## src/rtl/link_pkg.sv

```systemverilog
// Shared types and constants for the BL/RET link-stack controller.
package link_pkg;

   typedef enum logic [2:0] {
      ST_IDLE,
      ST_PUSH,
      ST_CALL_COMMIT,
      ST_RET_COMMIT,
      ST_POP
   } link_state_t;

   localparam logic [31:0] WORD_BYTES = 32'd4;

   // Register-map indices of the special registers this block writes.
   localparam int unsigned REG_SP = 4;
   localparam int unsigned REG_LR = 5;
   localparam int unsigned REG_PC = 6;

endpackage

```

## src/rtl/link_stack_ctrl_if.sv

```systemverilog
// Decoder request, special-register-file and data-memory channels of the
// link-stack controller. The controller owns the master side: it masters
// the register-file write ports and the memory bus.
interface link_stack_ctrl_if;

   logic        op_valid;
   logic        op_call;
   logic        op_ret;
   logic [31:0] op_target;
   logic        op_ready;

   logic [31:0] re_pc;
   logic [31:0] re_lr;
   logic [31:0] re_sp;
   logic        wr_pc;
   logic        wr_lr;
   logic        wr_sp;
   logic [31:0] wr_pc_data;
   logic [31:0] wr_lr_data;
   logic [31:0] wr_sp_data;

   logic        mem_req;
   logic        mem_we;
   logic [31:0] mem_addr;
   logic [31:0] mem_wdata;
   logic        mem_ack;
   logic [31:0] mem_rdata;

   modport master (
      input  op_valid, op_call, op_ret, op_target,
      input  re_pc, re_lr, re_sp,
      input  mem_ack, mem_rdata,
      output op_ready,
      output wr_pc, wr_lr, wr_sp, wr_pc_data, wr_lr_data, wr_sp_data,
      output mem_req, mem_we, mem_addr, mem_wdata
   );

   modport slave (
      output op_valid, op_call, op_ret, op_target,
      output re_pc, re_lr, re_sp,
      output mem_ack, mem_rdata,
      input  op_ready,
      input  wr_pc, wr_lr, wr_sp, wr_pc_data, wr_lr_data, wr_sp_data,
      input  mem_req, mem_we, mem_addr, mem_wdata
   );

endinterface

```

## src/rtl/link_stack_ctrl.sv

```systemverilog
// BL/RET sequencer: writes PC/LR/SP in the special-register file, spilling
// LR to a descending data-memory stack on nested calls and refilling it on
// return.
//
// state          | meaning
// ---------------+---------------------------------------------------------
// ST_IDLE        | op_ready high, waiting for a decoder request
// ST_PUSH        | spill LR to [SP-4]; SP<-SP-4 in the ack cycle
// ST_CALL_COMMIT | PC<-target, LR<-return address, depth+1
// ST_RET_COMMIT  | PC<-LR, depth-1; refill needed if frames remain
// ST_POP         | read [SP]; LR<-data, SP<-SP+4 in the ack cycle
module link_stack_ctrl
   import link_pkg::*;
#(
   parameter int MAX_DEPTH = 16,
   parameter int DEPTH_W   = 5
) (
   input  logic                clk,
   input  logic                rst_n,
   link_stack_ctrl_if.master   bus,
   output logic [DEPTH_W-1:0]  depth,
   output logic                fault
);

   localparam logic [DEPTH_W-1:0] DEPTH_MAX = DEPTH_W'(MAX_DEPTH);
   localparam logic [DEPTH_W-1:0] DEPTH_ONE = DEPTH_W'(1);

   link_state_t        state_q;
   logic [DEPTH_W-1:0] depth_q;
   logic [31:0]        tgt_q;
   logic [31:0]        pc_q;
   logic               fault_q;
   logic               wr_pc_q;
   logic [31:0]        wr_pc_data_q;
   logic               wr_lr_q;
   logic [31:0]        wr_lr_data_q;
   logic               mem_req_q;
   logic               mem_we_q;
   logic [31:0]        mem_addr_q;
   logic [31:0]        mem_wdata_q;

   logic               push_ack;
   logic               pop_ack;
   logic               bad_req;

   assign bad_req = (bus.op_call == bus.op_ret)
                 || (bus.op_call && depth_q == DEPTH_MAX)
                 || (bus.op_ret  && depth_q == '0);

   // FSM, depth counter, capture registers and registered outputs.
   always_ff @(posedge clk or negedge rst_n) begin
      if (!rst_n) begin
         state_q      <= ST_IDLE;
         depth_q      <= '0;
         tgt_q        <= '0;
         pc_q         <= '0;
         fault_q      <= 1'b0;
         wr_pc_q      <= 1'b0;
         wr_pc_data_q <= '0;
         wr_lr_q      <= 1'b0;
         wr_lr_data_q <= '0;
         mem_req_q    <= 1'b0;
         mem_we_q     <= 1'b0;
         mem_addr_q   <= '0;
         mem_wdata_q  <= '0;
      end else begin
         fault_q      <= 1'b0;
         wr_pc_q      <= 1'b0;
         wr_pc_data_q <= '0;
         wr_lr_q      <= 1'b0;
         wr_lr_data_q <= '0;
         case (state_q)
            ST_IDLE: begin
               if (bus.op_valid) begin
                  tgt_q <= bus.op_target;
                  pc_q  <= bus.re_pc;
                  if (bad_req) begin
                     fault_q <= 1'b1;
                  end else if (bus.op_call && depth_q == '0) begin
                     state_q      <= ST_CALL_COMMIT;
                     wr_pc_q      <= 1'b1;
                     wr_pc_data_q <= bus.op_target;
                     wr_lr_q      <= 1'b1;
                     wr_lr_data_q <= bus.re_pc + WORD_BYTES;
                  end else if (bus.op_call) begin
                     // SP address is also the new SP value written on ack.
                     state_q     <= ST_PUSH;
                     mem_req_q   <= 1'b1;
                     mem_we_q    <= 1'b1;
                     mem_addr_q  <= bus.re_sp - WORD_BYTES;
                     mem_wdata_q <= bus.re_lr;
                  end else begin
                     state_q      <= ST_RET_COMMIT;
                     wr_pc_q      <= 1'b1;
                     wr_pc_data_q <= bus.re_lr;
                  end
               end
            end
            ST_PUSH: begin
               if (bus.mem_ack) begin
                  state_q      <= ST_CALL_COMMIT;
                  mem_req_q    <= 1'b0;
                  mem_we_q     <= 1'b0;
                  mem_addr_q   <= '0;
                  mem_wdata_q  <= '0;
                  wr_pc_q      <= 1'b1;
                  wr_pc_data_q <= tgt_q;
                  wr_lr_q      <= 1'b1;
                  wr_lr_data_q <= pc_q + WORD_BYTES;
               end
            end
            ST_CALL_COMMIT: begin
               depth_q <= depth_q + DEPTH_ONE;
               state_q <= ST_IDLE;
            end
            ST_RET_COMMIT: begin
               depth_q <= depth_q - DEPTH_ONE;
               if (depth_q > DEPTH_ONE) begin
                  state_q     <= ST_POP;
                  mem_req_q   <= 1'b1;
                  mem_we_q    <= 1'b0;
                  mem_addr_q  <= bus.re_sp;
                  mem_wdata_q <= '0;
               end else begin
                  state_q <= ST_IDLE;
               end
            end
            ST_POP: begin
               if (bus.mem_ack) begin
                  state_q    <= ST_IDLE;
                  mem_req_q  <= 1'b0;
                  mem_addr_q <= '0;
               end
            end
            default: state_q <= ST_IDLE;
         endcase
      end
   end

   // Ack-cycle strobes: the memory completion is only known in that cycle.
   always_comb begin
      push_ack = (state_q == ST_PUSH) && mem_req_q && bus.mem_ack;
      pop_ack  = (state_q == ST_POP)  && mem_req_q && bus.mem_ack;
   end

   assign bus.op_ready   = (state_q == ST_IDLE);
   assign bus.wr_pc      = wr_pc_q;
   assign bus.wr_pc_data = wr_pc_data_q;
   assign bus.wr_lr      = wr_lr_q | pop_ack;
   assign bus.wr_lr_data = pop_ack ? bus.mem_rdata : wr_lr_data_q;
   assign bus.wr_sp      = push_ack | pop_ack;
   assign bus.wr_sp_data = push_ack ? mem_addr_q
                         : pop_ack  ? mem_addr_q + WORD_BYTES
                         : '0;
   assign bus.mem_req    = mem_req_q;
   assign bus.mem_we     = mem_we_q;
   assign bus.mem_addr   = mem_addr_q;
   assign bus.mem_wdata  = mem_wdata_q;
   assign depth          = depth_q;
   assign fault          = fault_q;

endmodule

```

## src/flat_wrapper.sv

```systemverilog
// flat-port wrapper written by rule: the top's interface ports become plain ports
module link_stack_ctrl_flat import link_pkg::*;
#(
   parameter int MAX_DEPTH = 16,
   parameter int DEPTH_W   = 5
)
  (clk, rst_n, depth, fault, bus_op_valid, bus_op_call, bus_op_ret, bus_op_target, bus_re_pc, bus_re_lr, bus_re_sp, bus_mem_ack, bus_mem_rdata, bus_op_ready, bus_wr_pc, bus_wr_lr, bus_wr_sp, bus_wr_pc_data, bus_wr_lr_data, bus_wr_sp_data, bus_mem_req, bus_mem_we, bus_mem_addr, bus_mem_wdata);
  link_stack_ctrl_if bus_i ();
  input  logic clk;
  input  logic rst_n;
  output logic [DEPTH_W-1:0] depth;
  output logic fault;
  input wire logic [$bits(bus_i.op_valid)-1:0] bus_op_valid;
  input wire logic [$bits(bus_i.op_call)-1:0] bus_op_call;
  input wire logic [$bits(bus_i.op_ret)-1:0] bus_op_ret;
  input wire logic [$bits(bus_i.op_target)-1:0] bus_op_target;
  input wire logic [$bits(bus_i.re_pc)-1:0] bus_re_pc;
  input wire logic [$bits(bus_i.re_lr)-1:0] bus_re_lr;
  input wire logic [$bits(bus_i.re_sp)-1:0] bus_re_sp;
  input wire logic [$bits(bus_i.mem_ack)-1:0] bus_mem_ack;
  input wire logic [$bits(bus_i.mem_rdata)-1:0] bus_mem_rdata;
  output wire logic [$bits(bus_i.op_ready)-1:0] bus_op_ready;
  output wire logic [$bits(bus_i.wr_pc)-1:0] bus_wr_pc;
  output wire logic [$bits(bus_i.wr_lr)-1:0] bus_wr_lr;
  output wire logic [$bits(bus_i.wr_sp)-1:0] bus_wr_sp;
  output wire logic [$bits(bus_i.wr_pc_data)-1:0] bus_wr_pc_data;
  output wire logic [$bits(bus_i.wr_lr_data)-1:0] bus_wr_lr_data;
  output wire logic [$bits(bus_i.wr_sp_data)-1:0] bus_wr_sp_data;
  output wire logic [$bits(bus_i.mem_req)-1:0] bus_mem_req;
  output wire logic [$bits(bus_i.mem_we)-1:0] bus_mem_we;
  output wire logic [$bits(bus_i.mem_addr)-1:0] bus_mem_addr;
  output wire logic [$bits(bus_i.mem_wdata)-1:0] bus_mem_wdata;
  assign bus_i.op_valid = bus_op_valid;
  assign bus_i.op_call = bus_op_call;
  assign bus_i.op_ret = bus_op_ret;
  assign bus_i.op_target = bus_op_target;
  assign bus_i.re_pc = bus_re_pc;
  assign bus_i.re_lr = bus_re_lr;
  assign bus_i.re_sp = bus_re_sp;
  assign bus_i.mem_ack = bus_mem_ack;
  assign bus_i.mem_rdata = bus_mem_rdata;
  assign bus_op_ready = bus_i.op_ready;
  assign bus_wr_pc = bus_i.wr_pc;
  assign bus_wr_lr = bus_i.wr_lr;
  assign bus_wr_sp = bus_i.wr_sp;
  assign bus_wr_pc_data = bus_i.wr_pc_data;
  assign bus_wr_lr_data = bus_i.wr_lr_data;
  assign bus_wr_sp_data = bus_i.wr_sp_data;
  assign bus_mem_req = bus_i.mem_req;
  assign bus_mem_we = bus_i.mem_we;
  assign bus_mem_addr = bus_i.mem_addr;
  assign bus_mem_wdata = bus_i.mem_wdata;
  link_stack_ctrl #(.MAX_DEPTH(MAX_DEPTH), .DEPTH_W(DEPTH_W)) u_core (.clk(clk), .rst_n(rst_n), .bus(bus_i), .depth(depth), .fault(fault));
endmodule
```

## config.mk

```make
export PLATFORM = sky130hd
export DESIGN_NAME = link_stack_ctrl_flat
export DESIGN_NICKNAME = d
export VERILOG_FILES = /design/src/rtl/link_pkg.sv /design/src/rtl/link_stack_ctrl_if.sv /design/src/rtl/link_stack_ctrl.sv /design/src/flat_wrapper.sv
export SDC_FILE = /design/constraint.sdc
export NUM_CORES = 1
export LEC_CHECK = 0
export CAP_MARGIN = 20
export CELL_PAD_IN_SITES_DETAIL_PLACEMENT = 1
export CELL_PAD_IN_SITES_GLOBAL_PLACEMENT = 1
export CORE_UTILIZATION = 30
export DETAILED_ROUTE_END_ITERATION = 16
export GPL_TIMING_DRIVEN = 0
export PLACE_DENSITY_LB_ADDON = 0.1
export SLEW_MARGIN = 15
export SYNTH_ARGS = -nofsm -noshare
export SYNTH_HDL_FRONTEND = slang
export SYNTH_SLANG_ARGS = --single-unit
```

## constraint.sdc

```tcl
create_clock -name clk -period 2.9 [get_ports clk]
set_clock_uncertainty 0.05 [all_clocks]
set_input_delay 0.29 -clock clk [delete_from_list [all_inputs] [get_ports clk]]
set_output_delay 0.29 -clock clk [all_outputs]
set_load 0.01 [all_outputs]
```

# After elaboration in Yosys (flattened, before gate mapping)
# Cells that the tools add are included.
# word_totals
ff_bits,205
in_bits,166
elab_cells,113
# op_classes
n_addsub,6
magnitude_cmp,1
eq_ne,14
n_mux,58
bitwise_logic,2
n_reduce_logical,19
# op_table
op,count
2-to-1 mux 32 bit,23
one-hot mux 32 bit (3 select lines),2
one-hot mux 32 bit (2 select lines),2
adder 32 x 3 -> 32 bit (second input constant),3
subtractor 32 x 3 -> 32 bit (second input constant),1
2-to-1 mux 1 bit,18
2-to-1 mux 3 bit,6
AND reduction 7 bit,2
!= test 2 bit (second input constant),6
one-hot mux 3 bit (4 select lines),1
one-hot mux 5 bit (2 select lines),1
logical AND 1 bit,7
equality test 3 x 2 -> 1 bit (second input constant),2
one-hot mux 1 bit (3 select lines),2
nonzero test 3 bit,2
adder 5 x 1 -> 5 bit (second input constant),1
equality test 5 bit (second input constant),1
> comparator 5 x 1 -> 1 bit (second input constant),1
logical NOT 5 bit,1
subtractor 5 x 1 -> 5 bit (second input constant),1
!= test 2 x 1 -> 1 bit (second input constant),2
one-hot mux 1 bit (2 select lines),2
AND reduction 4 bit,1
equality test 3 x 1 -> 1 bit (second input constant),1
other kinds (9),11

# Depth between registers and ports, before layout
# Gate-level depths: netlist (run 1).
# logic_depth
word_depth,7
mapped_depth,9

# Worst setup path after synthesis (run 1)
# OpenSTA, ideal clock, no wires.
# synth_path
path_kind,reg2out
start,register u_core.mem_addr_q[5] (netlist: u_core.bus.mem_addr[5])
end,output port bus_wr_sp_data[28]
arrival_ps,1922
required_ps,2560
path_slack_ps,638
stages_incl_launch_ff,7
n_path_buf,1
cell_sequence,dfrtp_1 nand4_2 nor3_4 nand3_1 buf_2 or4_1 a21oi_1
# synth_between
elab_chain_len,3
# synth_lines
element,line,rtl
"start, declared",link_stack_ctrl.sv:39,logic [31:0] mem_addr_q;
"start signal, assigned",link_stack_ctrl.sv:90,mem_addr_q <= bus.re_sp - WORD_BYTES;
"start signal, assigned",link_stack_ctrl.sv:122,mem_addr_q <= bus.re_sp;
adder 32 x 3 -> 32 bit,link_stack_ctrl.sv:153,: pop_ack ? mem_addr_q + WORD_BYTES
2-to-1 mux 32 bit,link_stack_ctrl.sv:153,
2-to-1 mux 32 bit,link_stack_ctrl.sv:152,assign bus.wr_sp_data = push_ack ? mem_addr_q
"end, declared",flat_wrapper.sv:28,output wire logic [$bits(bus_i.wr_sp_data)-1:0] bus_wr_sp_data;
# No other way between the ends.

# Worst setup path in the final report (run 1)
# layout_path
start,register u_core.state_q[0]
end,output port bus_wr_sp_data[29]
# layout_between
elab_chain_len,5
elab_cells_between_ends,8
cone_classes,eq/ne (2); mux (2); reduce/logical (4)
# layout_lines
element,line,rtl
"start, declared",link_stack_ctrl.sv:28,link_state_t state_q;
"start signal, assigned",link_stack_ctrl.sv:53,state_q <= ST_IDLE;
"start signal, assigned",link_stack_ctrl.sv:80,state_q <= ST_CALL_COMMIT;
"start signal, assigned",link_stack_ctrl.sv:87,state_q <= ST_PUSH;
equality test 3 bit,link_stack_ctrl.sv:143,pop_ack = (state_q == ST_POP) && mem_req_q && bus.mem_ack;
logical AND 1 bit (2 in a row),link_stack_ctrl.sv:143,
2-to-1 mux 32 bit,link_stack_ctrl.sv:153,
2-to-1 mux 32 bit *,link_stack_ctrl.sv:152,
# Mark *: on every way between the ends. The rest lies on a longest branch, timed or not.

==> flow_summary.ini, run 1 <==
[status]
outcome = finished, final reports clean

[drt]
wl_um = 42100
routed_wire_length_per_instance_um = 19.4
dr.pass1.iters = 5
drc = 0
initialDrtViolationCount = 467
number_of_vias_in_the_routed_layout = 11000
route.detailed.vias_per_inst = 5.05
drt.antenna.violating_nets = 0

[power]
power_mw = 14.5
worst_ir_drop_vdd_mv = 0.505
leakagePower_nw = 7.36
p_per_area_mw_per_mm2 = 877

[logic_synthesis]
synth_seq_area_share_pct = 46.1
synth-main-ff-cell = sky130_fd_sc_hd__dfrtp_1
synth_area_leaders = sky130_fd_sc_hd__dfrtp_1, sky130_fd_sc_hd__nand2_1, sky130_fd_sc_hd__xnor2_1
syn_nets = 1456
synth_area_per_cell_um2 = 8.68
synth-warning-count = 0
synth_cell_types = 57
netlist_instances = 1282
netlist.area_leader.share_pct = 46.1
synth_commonest_cells = sky130_fd_sc_hd__nand2_1, sky130_fd_sc_hd__dfrtp_1, sky130_fd_sc_hd__o21ai_0
async_flop_share_pct = 100
syn-cell-area_mm2 = 0.0111
post-synth-top-area-cell = sky130_fd_sc_hd__dfrtp_1
library_cell_with_the_highest_instance_count_after_synthesis = sky130_fd_sc_hd__nand2_1
synth.ff_latch_count = 205
synth_edf_count = 0

[die]
floorplan.core_area_mm2 = 0.0365
die_height_um = 195
rows = 70
floorplan.initialDensity_pct = 30.5
boundary_pin_count = 338
floorplan.die_area_mm2 = 0.0379
dieWidth_um = 195

[sta]
rsz0062_at_grt = yes
hold_viol = 0
final.min_clock_period_ns = 2.86
max-slew-margin-rel_pct = 48.0
setup_slack_ns = 0.0376
final_min_period_over_clock_period_pct = 98.7
max_freq_mhz = 349
worstMarginPinSlew_ns = 0.780
report.final.setup_viol = 0
finalMaxSlewViolations = 0

[global_routing]
grt_start_max_net_pins = 92
globalRouteMet1Util_pct = 29.0
grt_first_pass_wirelength_um = 67000
globalRouteOverflowTotal = 0
met2_usage_pct = 36.7
number_of_antenna_violations_at_the_first_check_in_global_routing = 3
globalRoute.busiestLayer = met2
grt_pass1_vias = 11900
globalRouteTotalUtil_pct = 22.2
use_met3_pct = 6.14

[clock_tree]
cts_root_buffer = sky130_fd_sc_hd__clkbuf_16
clkTransAtPathRegs_ns = 0.06
cts_num_sinks = 205
tritoncts = built
max-clock-path-buffers = 3
cts-buffers-inserted = 26
cts_max_level = 1
worst_skew_pair.late_latency_ns = 0.53

[placement]
place_worst_setup_slack_ns = -0.915
postPlaceCellArea_mm2 = 0.0152
detailed_place_hpwl_um = 30900
placement.io_buffers = 337
gp_congestion = 0.812

[setup_path]
critical_setup_path_kind = reg -> out
worst_setup_path_start_kind = register
critical_path_peak_fanout = 5
worstPathRequired_ns = 2.56
critPathCaptureType = primary output
cp.arrival_ns = 2.52

[run]
max_cap_viol_count = 0

[finish]
final_nets = 1861
final_core_util_pct = 45.3
area_delta_synth_final_pct = 48.6
post_route_cells_drive_above_1_share_pct = 10.7
finalInstanceArea_mm2 = 0.0165

[worst_hold_path]
hold_path.class = in -> reg
-- worst paths after layout --
| kind | startpoint | slack, ns | cells past startpoint | end |
|---|---|---|---|---|
| min in group asynchronous | rst_n | 0.19 | 2 | u_core.bus.mem_wdata[7]$_DFFE_PN0P_ |
| hold / removal | bus_mem_ack | 0.18 | 2 | u_core.state_q[2]$_DFFE_PN0P_ |
| setup reg to reg | u_core.depth[0]$_DFFE_PN0P_ | 0.22 | 8 | u_core.bus.mem_wdata[23]$_DFFE_PN0P_ |
| max in group asynchronous | rst_n | 1.81 | 3 | u_core.pc_q[16]$_DFFE_PN0P_ |
| setup / recovery | u_core.state_q[0]$_DFFE_PN0P_ | 0.04 | 9 | bus_wr_sp_data[29] |
| hold reg to reg | u_core.tgt_q[26]$_DFFE_PN0P_ | 0.42 | 2 | u_core.tgt_q[26]$_DFFE_PN0P_ |
-- cells by family after synthesis --
kind of cell,Yosys count,synth area share [%]
muxes,4,0.427
AOI/OAI and AO/OA,236,13.9
adders and majority gates,8,0.899
xor gates and xnor gates,102,8.02
buffers and inverters,95,3.57
and+or+nand+nor,632,27.1
DFF,205,46.1
-- worst max-delay path: stages, from the launching register on --
cell,delay [ns]
sky130_fd_sc_hd__dfrtp_2,0.42
sky130_fd_sc_hd__buf_8,0.12
sky130_fd_sc_hd__nor3b_4,0.16
sky130_fd_sc_hd__a21boi_2,0.19
sky130_fd_sc_hd__buf_4,0.16
sky130_fd_sc_hd__buf_6,0.13
sky130_fd_sc_hd__nand3_4,0.10
sky130_fd_sc_hd__or4_4,0.43
sky130_fd_sc_hd__a21oi_2,0.14
sky130_fd_sc_hd__buf_2,0.15
-- cell type report --
| cell class | count | area [µm²] |
|---|---|---|
| multi-input cells | 982 | 5740 |
| diodes | 1 | 2.50 |
| well taps | 468 | 586 |
| inverters | 16 | 62.6 |
| repair buffers | 379 | 3730 |
| fillers | 4256 | 20000 |
| clock inverters | 11 | 136 |
| plain buffers | 77 | 408 |
| clock buffers | 33 | 718 |
| flip-flops and latches | 205 | 5150 |
-- what timing repair did --
| action | CTS | global route |
|---|---|---|
| setup buffers | 23 | 15 |
| endpoints found under the hold margin | 53 | 0 |
| cloned | 1 | 0 |
| hold buffers | 1 | 0 |
| pin swaps | 12 | 12 |
| resized for setup | 113 | 58 |
| setup endpoints to repair | 86 | 56 |
-- per-stage QoR --
step | TNS, ns | cells | hold slack (ns)
after floorplan | 0 | 1282 | -0.0556
after global routing | -0.371 | 2171 | 0.196
final | 0 | 2172 | 0.179
after detailed placement | -45.47 | 2089 | 0.162
after CTS | -0.000211 | 2156 | 0.177
after global placement | -1646.27 | 2087 | 0.407
-- cells in the final DEF (no fill, tap or decap), types with 35 or more instances in the layout --
| master | netlist | layout |
|---|---|---|
| sky130_fd_sc_hd__nand2_1 | 356 | 356 |
| sky130_fd_sc_hd__clkdlybuf4s50_1 | 0 | 286 |
| sky130_fd_sc_hd__dfrtp_1 | 205 | 187 |
| sky130_fd_sc_hd__o21ai_0 | 79 | 76 |
| sky130_fd_sc_hd__xnor2_1 | 55 | 55 |
| sky130_fd_sc_hd__nor2_1 | 49 | 48 |
| sky130_fd_sc_hd__clkbuf_1 | 54 | 47 |
| sky130_fd_sc_hd__xor2_1 | 47 | 47 |
| sky130_fd_sc_hd__buf_4 | 2 | 39 |
| sky130_fd_sc_hd__nand3_1 | 41 | 36 |
| sky130_fd_sc_hd__a22o_1 | 36 | 36 |
| sky130_fd_sc_hd__nor2b_1 | 35 | 35 |
-- routing by layer --
| layer | share of wire (%) | wire (µm) |
|---|---|---|
| met1 | 45 | 18900 |
| met2 | 46 | 19400 |
| met4 | 1.6 | 653 |
| met3 | 7.4 | 3120 |
| met5 | 0.074 | 31 |
-- where the power goes --
group          switching, mW  leakage, nW  internal, mW
Combinational           3.31         4.30          2.93
Clock                   1.30        0.422          2.00
Sequential             0.973         2.64          3.99
-- state kept, by name (all words and copies together), names as in the netlist --
register,count
u_core.fault,1
u_core.bus.wr_pc_data,32
u_core.tgt_q,32
u_core.bus.wr_pc,1
u_core.bus.mem_addr,32
u_core.depth,5
u_core.wr_lr_q,1
u_core.bus.mem_wdata,32
u_core.state_q,3
u_core.bus.mem_we,1
u_core.pc_q,32
u_core.bus.mem_req,1
u_core.wr_lr_data_q,32
Note: power is estimated with default switching activity, not from simulation.
==> inputs of run 2 (changes only) <==
- CAP_MARGIN: 20 -> 30
- clock period: 2.9 -> 2.3 ns (I/O delays scaled with it)
==> flow_summary.ini, run 2 (synthesis results as in run 1) <==
[setup_path]
worst-r2r-setup-slack_ns = -0.34
worstPathRequired_ns = 2.02
worstSetupStartpoint = u_core.state_q[0]$_DFFE_PN0P_
cp.arrival_ns = 2.55
worstPathCellList = buf_8 -> nor3b_4 -> a21boi_2 -> nand3_2 -> buf_6 -> or4_1 -> a21oi_1 -> buf_2
worst_setup_path_start_kind = register
path_delay_family = simple AND/OR/NAND/NOR gates
critical_path_depth = 8
critPathCaptureType = primary output
crit-reg2reg-capture = u_core.bus.mem_addr[8]$_DFFE_PN0P_
critical_path_buffer_and_inverter_count = 3
critical_setup_path_kind = reg -> out
cp_slowest_stage_delay_ns = 0.47
rr_worst_depth = 12
r2r-start = u_core.state_q[0]$_DFFE_PN0P_
critical_path_peak_fanout = 6
crit_path_top_delay_cell = sky130_fd_sc_hd__or4_1
worst_setup_path_endpoint = bus_wr_sp_data[28]

[sta]
rsz0062_at_grt = yes
hold_viol = 0
report.final.setup_viol = 174
final_min_period_over_clock_period_pct = 123
finalMaxSlewViolations = 0
setup_slack_ns = -0.532
max-slew-margin-rel_pct = 30.3
final.min_clock_period_ns = 2.83
worstMarginPinSlew_ns = 1.05
hold_slack_ns = 0.131
max_freq_mhz = 353

[run]
max_cap_viol_count = 0

[drt]
wl_um = 46300
routed_wire_length_per_instance_um = 20.6
drt.antenna.violating_nets = 0
dr.pass1.iters = 5
number_of_vias_in_the_routed_layout = 11500
initialDrtViolationCount = 504
route.detailed.vias_per_inst = 5.12
drc = 0

[finish]
area_delta_synth_final_pct = 66.4
post_route_cells_drive_above_1_share_pct = 28.5
final-instance-count-excl-fill = 2246
mostFrequentLayoutCell = sky130_fd_sc_hd__nand2_1
final_nets = 1934
layout_common_cells = sky130_fd_sc_hd__nand2_1, sky130_fd_sc_hd__clkdlybuf4s50_1, sky130_fd_sc_hd__dfrtp_1

[clock_tree]
cts-buffers-inserted = 26
tritoncts = built
clkTransAtPathRegs_ns = 0.06
max-clock-path-buffers = 3
cts_root_buffer = sky130_fd_sc_hd__clkbuf_16
cts_max_level = 1
cts_num_sinks = 205
worst_skew_pair.late_latency_ns = 0.53

[placement]
placement.io_buffers = 337
gp_congestion = 0.812
place_worst_setup_slack_ns = -1.39
dp.cells = 2089
detailed_place_hpwl_um = 30900

[global_routing]
grt_first_pass_wirelength_um = 69100
globalRouteOverflowTotal = 0
grt_start_max_net_pins = 92
number_of_antenna_violations_at_the_first_check_in_global_routing = 4
grt_pass1_vias = 12200
globalRouteTotalUtil_pct = 22.9

[power]
seq_power_share_pct = 29.6
p_switching_mw = 8.29
p_per_area_mw_per_mm2 = 1140
p_sw_share_pct = 39.4
cellInternalPower_mw = 12.8
share_comb_of_total_power_pct = 50.6
worst_ir_drop_vdd_mv = 0.667
clkPwrFrac_pct = 19.7
leakagePower_nw = 7.98

[die]
floorplan.core_area_mm2 = 0.0365
dieWidth_um = 195
floorplan.die_area_mm2 = 0.0379
die_height_um = 195
floorplan.initialDensity_pct = 30.5
rows = 70
boundary_pin_count = 338

[status]
violations = setup timing
outcome = finished with violations

[worst_hold_path]
hold_path.class = in -> async
==> run 2: changes by cell type in the layout (fill, tap and decap cells not counted), moves of 18 or more <==
| cell | before | now |
|---|---|---|
| sky130_fd_sc_hd__nand2_2 | 0 | 34 |
| sky130_fd_sc_hd__o22ai_2 | 0 | 22 |
| sky130_fd_sc_hd__nand2_1 | 356 | 306 |
| sky130_fd_sc_hd__buf_6 | 9 | 61 |
| sky130_fd_sc_hd__clkdlybuf4s50_1 | 286 | 268 |
| sky130_fd_sc_hd__clkbuf_1 | 47 | 15 |
| sky130_fd_sc_hd__dlymetal6s2s_1 | 24 | 0 |
| sky130_fd_sc_hd__buf_4 | 39 | 71 |
| sky130_fd_sc_hd__o31ai_1 | 26 | 7 |
| sky130_fd_sc_hd__o22ai_1 | 30 | 2 |
| sky130_fd_sc_hd__o21ai_0 | 76 | 51 |
| sky130_fd_sc_hd__buf_2 | 19 | 56 |
==> run 2: area by class of cell <==
class / count / area (µm²)
diodes: 2 / 5.00
plain buffers: 69 / 599
clock buffers: 33 / 718
clock inverters: 11 / 136
fillers: 4068 / 18000
inverters: 16 / 62.6
multi-input cells: 984 / 6770
flip-flops and latches: 205 / 5160
well taps: 468 / 586
repair buffers: 458 / 4490
==> run 2: worst min-delay path by stage <==
stage                            startpoint                                  end  slack [ns]
6_report                              rst_n  u_core.bus.mem_wdata[7]$_DFFE_PN0P_        0.13
5_1_grt                               rst_n  u_core.bus.mem_wdata[7]$_DFFE_PN0P_        0.14
4_1_cts                               rst_n  u_core.bus.mem_wdata[7]$_DFFE_PN0P_        0.12
3_5_place_dp                          rst_n  u_core.bus.mem_wdata[7]$_DFFE_PN0P_        0.10
3_3_place_gp   u_core.tgt_q[13]$_DFFE_PN0P_         u_core.tgt_q[13]$_DFFE_PN0P_        0.41
2_1_floorplan                         rst_n   u_core.bus.mem_addr[0]$_DFFE_PN0P_       -0.12
==> run 2: repair_timing <==
action,4_1_cts,5_1_grt
pin swaps,43,139
setup endpoints to repair,210,189
buffers inserted,70,40
gates resized for setup,419,359
hold buffers,1,0
endpoints found under the hold margin,182,0
gates cloned,2,11
==> run 2: per-stage QoR <==
| stage | util (%) | cell area, µm² | total power, mW | TNS (ns) |
|---|---|---|---|---|
| 6_report | 50.7 | 18500 | 21.1 | -36.37 |
| 5_1_grt | 50.7 | 18500 | 22.3 | -57.62 |
| 4_1_cts | 46.2 | 16900 | 19.0 | -15.55 |
| 3_5_place_dp | 41.5 | 15200 | 13.8 | -142.69 |
| 3_3_place_gp | 41.3 | 15100 | 13.6 | -1847.97 |
| 2_1_floorplan | - | 11100 | 9.88 | 0 |
==> run 2: power by group through the flow <==
stage                     sequential (mW)  combinational (mW)  clock [mW]
after floorplan                      6.32                3.56           0
after CTS                            6.20                8.51        4.30
after detailed placement             6.32                7.48           0
final                                6.24                10.7        4.16
after global routing                 6.42                11.5        4.44
after global placement               6.30                7.34           0
==> run 2: layer usage <==
| layer | part of all wire [%] | GRT usage [%] | routed length, µm |
|---|---|---|---|
| met5 | 0.067 | 0 | 31 |
| met4 | 1.9 | 4.64 | 886 |
| met2 | 48 | 38.4 | 22300 |
| met3 | 6.5 | 6.02 | 3030 |
| met1 | 43 | 29.7 | 20100 |
